<file path="src/rtl/cop_req_initiator.sv">
// CPU-side coprocessor request initiator: queues core instructions toward the coprocessor,
// pairs in-order responses with destination tags, and limits how many responses can be outstanding.
module cop_req_initiator #(
    parameter int unsigned COP_INST_WIDTH = 32,
    parameter int unsigned COP_REG_WIDTH  = 64,
    parameter int unsigned REQ_DEPTH      = 4,
    parameter int unsigned MAX_OUTST      = 4
) (
    input  logic                      clk,
    input  logic                      rst_n,
    input  logic                      core_req_vld_i,
    output logic                      core_req_rdy_o,
    input  logic [COP_INST_WIDTH-1:0] core_req_insn_i,
    input  logic [COP_REG_WIDTH-1:0]  core_req_rs1_i,
    input  logic [COP_REG_WIDTH-1:0]  core_req_rs2_i,
    input  logic [COP_REG_WIDTH-1:0]  core_req_rs3_i,
    input  logic [4:0]                core_req_rd_i,
    input  logic                      core_req_xd_i,
    output logic                      cpu_tpu_req_vld_o,
    input  logic                      cpu_tpu_req_rdy_i,
    output logic [COP_INST_WIDTH-1:0] cpu_tpu_req_insn_o,
    output logic [COP_REG_WIDTH-1:0]  cpu_tpu_req_rs1_data_o,
    output logic [COP_REG_WIDTH-1:0]  cpu_tpu_req_rs2_data_o,
    output logic [COP_REG_WIDTH-1:0]  cpu_tpu_req_rs3_data_o,
    input  logic                      cpu_tpu_resp_vld_i,
    output logic                      cpu_tpu_resp_rdy_o,
    input  logic [COP_REG_WIDTH-1:0]  cpu_tpu_resp_data_i,
    output logic                      wb_vld_o,
    input  logic                      wb_rdy_i,
    output logic [4:0]                wb_rd_o,
    output logic [COP_REG_WIDTH-1:0]  wb_data_o,
    output logic                      busy_o,
    output logic                      err_o
);
    localparam int unsigned RD_W = 5;
    localparam int unsigned RP_W = (REQ_DEPTH > 1) ? $clog2(REQ_DEPTH) : 1;
    localparam int unsigned RC_W = $clog2(REQ_DEPTH) + 1;
    localparam int unsigned TP_W = (MAX_OUTST > 1) ? $clog2(MAX_OUTST) : 1;
    localparam int unsigned TC_W = $clog2(MAX_OUTST) + 1;

    typedef struct packed {
        logic [COP_INST_WIDTH-1:0] insn;
        logic [COP_REG_WIDTH-1:0]  rs1;
        logic [COP_REG_WIDTH-1:0]  rs2;
        logic [COP_REG_WIDTH-1:0]  rs3;
        logic [RD_W-1:0]           rd;
        logic                      xd;
    } req_entry_t;

    req_entry_t         req_mem_q [REQ_DEPTH];
    logic [RP_W-1:0]    req_wr_q, req_wr_d, req_rd_q, req_rd_d;
    logic [RC_W-1:0]    req_cnt_q, req_cnt_d;
    logic [RD_W-1:0]    tag_mem_q [MAX_OUTST];
    logic [TP_W-1:0]    tag_wr_q, tag_wr_d, tag_rd_q, tag_rd_d;
    logic [TC_W-1:0]    tag_cnt_q, tag_cnt_d;
    logic [TC_W-1:0]    inflight_q, inflight_d;
    logic               wb_vld_q, wb_vld_d;
    logic [RD_W-1:0]    wb_rd_q, wb_rd_d;
    logic [COP_REG_WIDTH-1:0] wb_data_q, wb_data_d;
    logic               err_q, err_d;

    logic       fifo_empty, fifo_full, enq, deq, tag_push, tag_pop, resp_hs, wb_hs;
    req_entry_t head;
    req_entry_t new_entry;

    assign head       = req_mem_q[req_rd_q];
    assign fifo_empty = (req_cnt_q == '0);
    assign fifo_full  = (req_cnt_q == RC_W'(REQ_DEPTH));

    assign core_req_rdy_o     = !fifo_full && (inflight_q < TC_W'(MAX_OUTST));
    assign cpu_tpu_req_vld_o  = !fifo_empty;
    assign cpu_tpu_resp_rdy_o = !wb_vld_q || wb_rdy_i;

    assign enq      = core_req_vld_i && core_req_rdy_o;
    assign deq      = cpu_tpu_req_vld_o && cpu_tpu_req_rdy_i;
    assign resp_hs  = cpu_tpu_resp_vld_i && cpu_tpu_resp_rdy_o;
    assign wb_hs    = wb_vld_q && wb_rdy_i;
    assign tag_push = deq && head.xd;
    // Pop only uses registered occupancy: a same-cycle push never satisfies a response.
    assign tag_pop  = resp_hs && (tag_cnt_q != '0);

    assign new_entry = '{insn: core_req_insn_i, rs1: core_req_rs1_i, rs2: core_req_rs2_i,
                         rs3: core_req_rs3_i, rd: core_req_rd_i, xd: core_req_xd_i};

    assign cpu_tpu_req_insn_o     = head.insn;
    assign cpu_tpu_req_rs1_data_o = head.rs1;
    assign cpu_tpu_req_rs2_data_o = head.rs2;
    assign cpu_tpu_req_rs3_data_o = head.rs3;
    assign wb_vld_o  = wb_vld_q;
    assign wb_rd_o   = wb_rd_q;
    assign wb_data_o = wb_data_q;
    assign err_o     = err_q;
    assign busy_o    = !fifo_empty || (inflight_q != '0);

    // Next-state for FIFO pointers, credits and writeback register.
    always_comb begin
        req_wr_d   = req_wr_q;
        req_rd_d   = req_rd_q;
        req_cnt_d  = req_cnt_q;
        tag_wr_d   = tag_wr_q;
        tag_rd_d   = tag_rd_q;
        tag_cnt_d  = tag_cnt_q;
        inflight_d = inflight_q;
        wb_vld_d   = wb_vld_q;
        wb_rd_d    = wb_rd_q;
        wb_data_d  = wb_data_q;
        err_d      = err_q;

        if (enq) req_wr_d = (req_wr_q == RP_W'(REQ_DEPTH - 1)) ? '0 : req_wr_q + RP_W'(1);
        if (deq) req_rd_d = (req_rd_q == RP_W'(REQ_DEPTH - 1)) ? '0 : req_rd_q + RP_W'(1);
        if (enq && !deq)      req_cnt_d = req_cnt_q + RC_W'(1);
        else if (!enq && deq) req_cnt_d = req_cnt_q - RC_W'(1);

        if (tag_push) tag_wr_d = (tag_wr_q == TP_W'(MAX_OUTST - 1)) ? '0 : tag_wr_q + TP_W'(1);
        if (tag_pop)  tag_rd_d = (tag_rd_q == TP_W'(MAX_OUTST - 1)) ? '0 : tag_rd_q + TP_W'(1);
        if (tag_push && !tag_pop)      tag_cnt_d = tag_cnt_q + TC_W'(1);
        else if (!tag_push && tag_pop) tag_cnt_d = tag_cnt_q - TC_W'(1);

        if ((enq && core_req_xd_i) && !wb_hs)      inflight_d = inflight_q + TC_W'(1);
        else if (!(enq && core_req_xd_i) && wb_hs) inflight_d = inflight_q - TC_W'(1);

        if (wb_hs) wb_vld_d = 1'b0;
        if (tag_pop) begin
            wb_vld_d  = 1'b1;
            wb_rd_d   = tag_mem_q[tag_rd_q];
            wb_data_d = cpu_tpu_resp_data_i;
        end
        if (resp_hs && (tag_cnt_q == '0)) err_d = 1'b1;
    end

    always_ff @(posedge clk or negedge rst_n) begin
        if (!rst_n) begin
            req_wr_q   <= '0;
            req_rd_q   <= '0;
            req_cnt_q  <= '0;
            tag_wr_q   <= '0;
            tag_rd_q   <= '0;
            tag_cnt_q  <= '0;
            inflight_q <= '0;
            wb_vld_q   <= 1'b0;
            wb_rd_q    <= '0;
            wb_data_q  <= '0;
            err_q      <= 1'b0;
        end else begin
            req_wr_q   <= req_wr_d;
            req_rd_q   <= req_rd_d;
            req_cnt_q  <= req_cnt_d;
            tag_wr_q   <= tag_wr_d;
            tag_rd_q   <= tag_rd_d;
            tag_cnt_q  <= tag_cnt_d;
            inflight_q <= inflight_d;
            wb_vld_q   <= wb_vld_d;
            wb_rd_q    <= wb_rd_d;
            wb_data_q  <= wb_data_d;
            err_q      <= err_d;
        end
    end

    // Payload storage; validity is tracked by the pointers, so no reset needed.
    always_ff @(posedge clk) begin
        if (enq)      req_mem_q[req_wr_q] <= new_entry;
        if (tag_push) tag_mem_q[tag_wr_q] <= head.rd;
    end

endmodule

</file>
<file path="config.mk">
export PLATFORM = sky130hd
export DESIGN_NAME = cop_req_initiator
export DESIGN_NICKNAME = d
export VERILOG_FILES = /design/src/rtl/cop_req_initiator.sv
export SDC_FILE = /design/constraint.sdc
export NUM_CORES = 1
export LEC_CHECK = 0
export BUFFER_PORTS_ARGS = -buffer_cell sky130_fd_sc_hd__buf_2
export CORE_UTILIZATION = 49
export CTS_BUF_LIST = sky130_fd_sc_hd__clkbuf_16
export CTS_CLUSTER_SIZE = 16
export DETAILED_ROUTE_END_ITERATION = 10
export PLACE_DENSITY = 0.7
export RECOVER_POWER = 25
export SLEW_MARGIN = 20
export SYNTH_ARGS = -nofsm -noshare
export SYNTH_HDL_FRONTEND = slang
export SYNTH_SLANG_ARGS = --single-unit
</file>
<file path="constraint.sdc">
create_clock -name clk -period 15.66 [get_ports clk]
set_clock_uncertainty 0.05 [all_clocks]
set_input_delay 0 -clock clk [delete_from_list [all_inputs] [get_ports clk]]
set_output_delay 0 -clock clk [all_outputs]
set_load 0.03 [all_outputs]
</file>
**Word-level counts from Yosys, hierarchy flattened**

Memory sizes are Yosys's and may differ from the RTL's. A register that Yosys moved wholly into a read port is not among the register bits.
Cells that the tools add are included.

- Memories: 2
- Memory bits (writable): 940
- Register bits after elaboration: 83
- Output and inout port bits: 299
- Logic and storage cells: 79

- Order comparisons: 1
- Add/subtract/negate cells: 10
- Equality and inequality tests: 5
- Multiplexer cells: 16
- Reduce and logical (&&, ||, !) cells: 35

Memories:

| memory | words | width | read ports | clocked after Yosys merged registers in | wr ports | line | source |
|---|---|---|---|---|---|---|---|
| req_mem_q | 4 | 230 | 1 | 0 | 1 | 50 | `req_entry_t req_mem_q [REQ_DEPTH];` |
| tag_mem_q | 4 | 5 | 1 | 1 | 1 | 53 | `logic [RD_W-1:0] tag_mem_q [MAX_OUTST];` |

Operators with widths:

| kind | number |
|---|---|
| 3-bit two-way mux | 6 |
| 1-bit logical AND | 15 |
| 1-bit zero test | 10 |
| 3-bit by 1-bit adder with 3-bit output (second input constant) | 3 |
| 3-bit by 1-bit subtractor with 3-bit output (second input constant) | 3 |
| 2-bit by 1-bit adder with 2-bit output (second input constant) | 4 |
| 2-bit == test (second input constant) | 4 |
| 2-bit two-way mux | 4 |
| 2-bit nonzero test | 4 |
| 3-bit zero test | 2 |
| 1-bit two-way mux | 6 |
| 3-bit nonzero test | 2 |
| 3-bit == test (second input constant) | 1 |
| 3-bit less-than comparator (second input constant) | 1 |
| 1-bit logical OR | 2 |

**Depth between registers and ports, before layout**

- Depth in word-level cells: 9
- Depth in mapped cells: 10

**Worst setup path before layout**

OpenSTA, ideal clock, no wires.

- Path kind: flip-flop to flip-flop
- Start point: reg req_cnt_q[0]
- End point: mem req_mem_q[0][0] (netlist name), enable pin
- Path slack: 8.803 ns
- Setup time: 0.619 ns
- Required time: 14.991 ns
- Cell stages (with the launch flop): 4
- Arrival: 6.188 ns
- Cells stage by stage: dfrtp_1 nor2_1 a211oi_2 and2_1

- Longest elaborated chain between the ends: 6

RTL lines:

| element | line | source |
|---|---|---|
| from (decl) | 52 | `logic [RC_W-1:0] req_cnt_q, req_cnt_d;` |
| from (signal assigned) | 147 | `req_cnt_q <= req_cnt_d;` |
| 3-bit == test | 68 | `assign fifo_full = (req_cnt_q == RC_W'(REQ_DEPTH));` |
| 1-bit zero test | 70 | `assign core_req_rdy_o = !fifo_full && (inflight_q < TC_W'(MAX_OUTST));` |
| 1-bit logical AND | 70 |  |
| 1-bit logical AND | 74 | `assign enq = core_req_vld_i && core_req_rdy_o;` |
| via enq | 62 | `logic fifo_empty, fifo_full, enq, deq, tag_push, tag_pop, resp_hs, wb_hs;` |
| 1-bit two-way mux | 161 | `if (enq) req_mem_q[req_wr_q] <= new_entry;` |
| 1-bit two-way mux (implied by the code) | 161 |  |
| to (decl) | 50 |  |

The timed path passes the listed nets, and every way through them passes these cells.

**Worst setup path in the final report**

- Start point: reg req_cnt_q[0]
- End point: mem req_mem_q[2][83] (netlist name), enable pin

Same word-level chain as after synthesis.

==> results.md <==
* Status: completed
* Mapped Nets at around 2000
* Data required, critical path at roughly 16 ns
* Critical path class: flip-flop to flip-flop
* VDD IR max at 0.1215 mV
* CTS Buf Count at 100
* YS warnings at 0
* First-pass DRT Iterations at 7
* Synth top area share at 0.7217
* Die W at ~280 µm
* Final Critical Period at around 4.2 ns
* Setup TNS at 0 ns
* Core Region at 79000 µm²
* DR iter-0 viols at 1202
* Final Hold Viols at 0
* Later-pin clock latency in the skew report at about 0.66 ns
* GPL Wtd Cong at ~0.79
* Avg Inst Size Synth at 23.13 µm²
* Distinct cell type count after synthesis at 29
* Vias at 18795
* Maxcap violations at 0
* Max-slew headroom at 0.1612
* Root Buffer: clkbuf_16
* Hold endpoint: wb_data_o[5]
* Port-buffer cells at around 600
* Register clock-pin slew on the reported worst setup and hold paths at ~0.060 ns
* R2R setup slack at approximately 11 ns
* RSZ-0062 raised after global routing: false
* CP max FO at 72
* Worst setup EP type: flip-flop
* Vias in the first global route at a little over 20000
* Aggregate global-route resource usage at 0.1962
* Worst hold stages at 3
* PwrDens at about 190 nW/µm²
* Mapped Area at between 30000 and 40000 µm²
* Max Freq at around 0.24 GHz
* FP Rows at roughly 100
* Register bit count reported by yosys at ~1000
* Initial core utilization at 0.4951
* CTS sink cnt at between 1000 and 1500
* DP HPWL at 47.50 mm
* Register area share after synthesis at 0.7780
* IO Pins at roughly 600
* CP Data Arrival Time at ~4.4 ns
* DRT Wirelength at between 80 and 90 mm
* First-pass GRT wire length at 120.2 mm
* Ranking of synthesized cells by area: edfxtp_1, mux4_2, dfrtp_1
* Hold Path Class: input port to flip-flop
* RR Endpoint: req_mem_q[2][83]
* Fin crit share at 0.2673
* Antenna violation net count after detailed routing at 0
* Syn-to-layout area delta at 22.05%
* Clk buf depth at 3
* CTS tree: built
* Setup WS pre-CTS at about 11 ns
* Pleak at about 17 nW
* Min-Delay Startpoint: cpu_tpu_resp_data_i[5]
* Slew @ Worst Pin at 1.258 ns
* Cells on worst reg2reg path at 5
* Share of cells above drive strength 1 at 0.3642
* GRT overflow at 0
* Startpoint types: flip-flop
* Final Slew Violations at 0
* Nets at between 2000 and 3000
* Die H at between 200 and 300 µm
* Area leader, netlist: edfxtp_1
* Initial antenna violation count at 14
* Die area at between 80000 and 90000 µm²
* R2R Path Start: req_cnt_q[0]
* Final worst slack at 11.47 ns
* Hold WS at around 0.069 ns
* Pin count of the biggest net entering global routing at between 100 and 150
* Htree depth at 3
* Post-route DRC at 0
* Final setup viols at 0
* DR vias/cell at ~5.3
* Synthesized instance count at 1691
* Routed len/inst at roughly 22 µm
-- state kept, by name (all words and copies together), names as in the netlist, 2 cells and up --
signal      count
req_mem_q     920
wb_data_o      64
tag_mem_q      20
wb_rd_o         5
inflight_q      3
req_cnt_q       3
tag_cnt_q       3
req_rd_q        2
req_wr_q        2
tag_rd_q        2
tag_wr_q        2
-- synthesized netlist by cell type --
| library cell | count |
|---|---|
| mux2_4 | 2 |
| nor3_1 | 2 |
| fa_1 | 3 |
| clkbuf_1 | 21 |
| buf_6 | 2 |
| ha_1 | 13 |
| buf_1 | 5 |
| xnor2_1 | 3 |
| buf_2 | 34 |
| dfrtp_1 | 88 |
| o31ai_2 | 1 |
| nor2_1 | 7 |
| a211oi_2 | 1 |
| mux2_2 | 77 |
| a21o_1 | 1 |
| xor2_1 | 6 |
| a21oi_1 | 1 |
| nor2b_4 | 1 |
| or4_1 | 1 |
| edfxtp_1 | 940 |
| or3_1 | 1 |
| nand2_1 | 2 |
| nand2b_1 | 1 |
| and2_1 | 9 |
| a31o_2 | 1 |
| buf_4 | 224 |
| mux4_2 | 235 |
| nand3b_1 | 1 |
| inv_1 | 8 |
-- power by group --
part	switching, mW	internal [mW]	leakage, nW
clock	0.986	1.30	1.63
sequential	0.195	3.51	9.55
combinational	1.94	1.11	5.37
-- logic make-up (layout without fill, tap and decap cells) --
group                    count (synthesis)  count (layout)  share of synthesized area
buffers and inverters                  294            1121                    0.05119
XOR/XNOR                                 9               9                   0.002016
AO/OA/AOI/OAI                            5               5                   0.001184
AND/OR/NAND/NOR                         25              25                   0.003615
other                                    0               8                          0
adder cells (fa/ha/maj)                 16              16                   0.005695
multiplexers                           314             314                     0.1583
flip-flops                            1028            1028                     0.7780
-- per-layer routing --
layer / vias to the layer above / routed length [µm] / global-route usage
met5: - / 70 / 0
met4: 10 / 2966 / 0.08468
met3: 169 / 5366 / 0.04992
met2: 690 / 41690 / 0.3354
met1: 9743 / 30090 / 0.2363
li1: 8183 / - / -
-- repair_timing --
item	CTS	global route
gates resized for setup	0	0
endpoints found under the hold margin	1089	34
setup endpoints to repair	0	0
hold buffers	310	1
buffers inserted	0	0
-- metrics by stage --
step	power, mW	instances	util	area (µm²)
6_report	9.026	3576	0.6042	47730
5_1_grt	9.371	3574	0.6042	47730
4_1_cts	9.122	3567	0.6063	47890
3_5_place_dp	6.769	3071	0.5269	41620
3_3_place_gp	6.718	3071	0.5269	41620
2_1_floorplan	6.393	1691	-	39110
-- worst max path at each step --
stage                  from                         end  slack, ns  cells after the start
6_report       req_cnt_q[0]            req_mem_q[2][83]      11.47                      5
3_5_place_dp   req_cnt_q[0]            req_mem_q[2][71]      11.45                      5
3_3_place_gp   req_cnt_q[0]            req_mem_q[2][71]      11.45                      5
2_1_floorplan  req_cnt_q[0]             req_mem_q[0][0]       8.80                      3
4_1_cts         req_rd_q[0]  cpu_tpu_req_rs1_data_o[54]      11.27                      4
5_1_grt         req_rd_q[0]  cpu_tpu_req_rs2_data_o[63]      11.04                      4
-- layout make-up --
| class | count | area, µm² |
|---|---|---|
| multi-input cells | 369 | 6689 |
| inverters | 8 | 30.03 |
| clock inverters | 84 | 613.1 |
| clock buffers | 102 | 2552 |
| fillers | 5458 | 31270 |
| flip-flops and latches | 1028 | 30440 |
| well taps | 1050 | 1314 |
| diodes | 8 | 20.02 |
| repair buffers | 927 | 6080 |
-- worst max-delay path: stages, from the launching register on --
cell and delay [ns]:
dfrtp_1 0.45, nor2_1 0.11, a211oi_2 0.50, and2_4 0.72, buf_4 0.77, buf_4 0.96
-- cells in the final DEF (no fill, tap or decap), types with 2 or more instances in the layout --
cell type	n
mux4_2	235
dfrtp_4	2
and2_4	4
clkinv_2	15
dfrtp_1	86
clkbuf_1	154
ha_1	13
nor2_1	7
inv_1	29
bufinv_16	7
clkinv_16	2
edfxtp_1	940
clkbuf_16	102
diode_2	8
and2_1	5
nand2_1	2
xor2_1	6
nor3_1	2
fa_1	3
mux2_2	77
clkinv_1	34
buf_4	16
buf_2	443
dlygate4sd3_1	311
xnor2_1	3
buf_12	2
mux2_4	2
(Power assumes the default switching activity.)
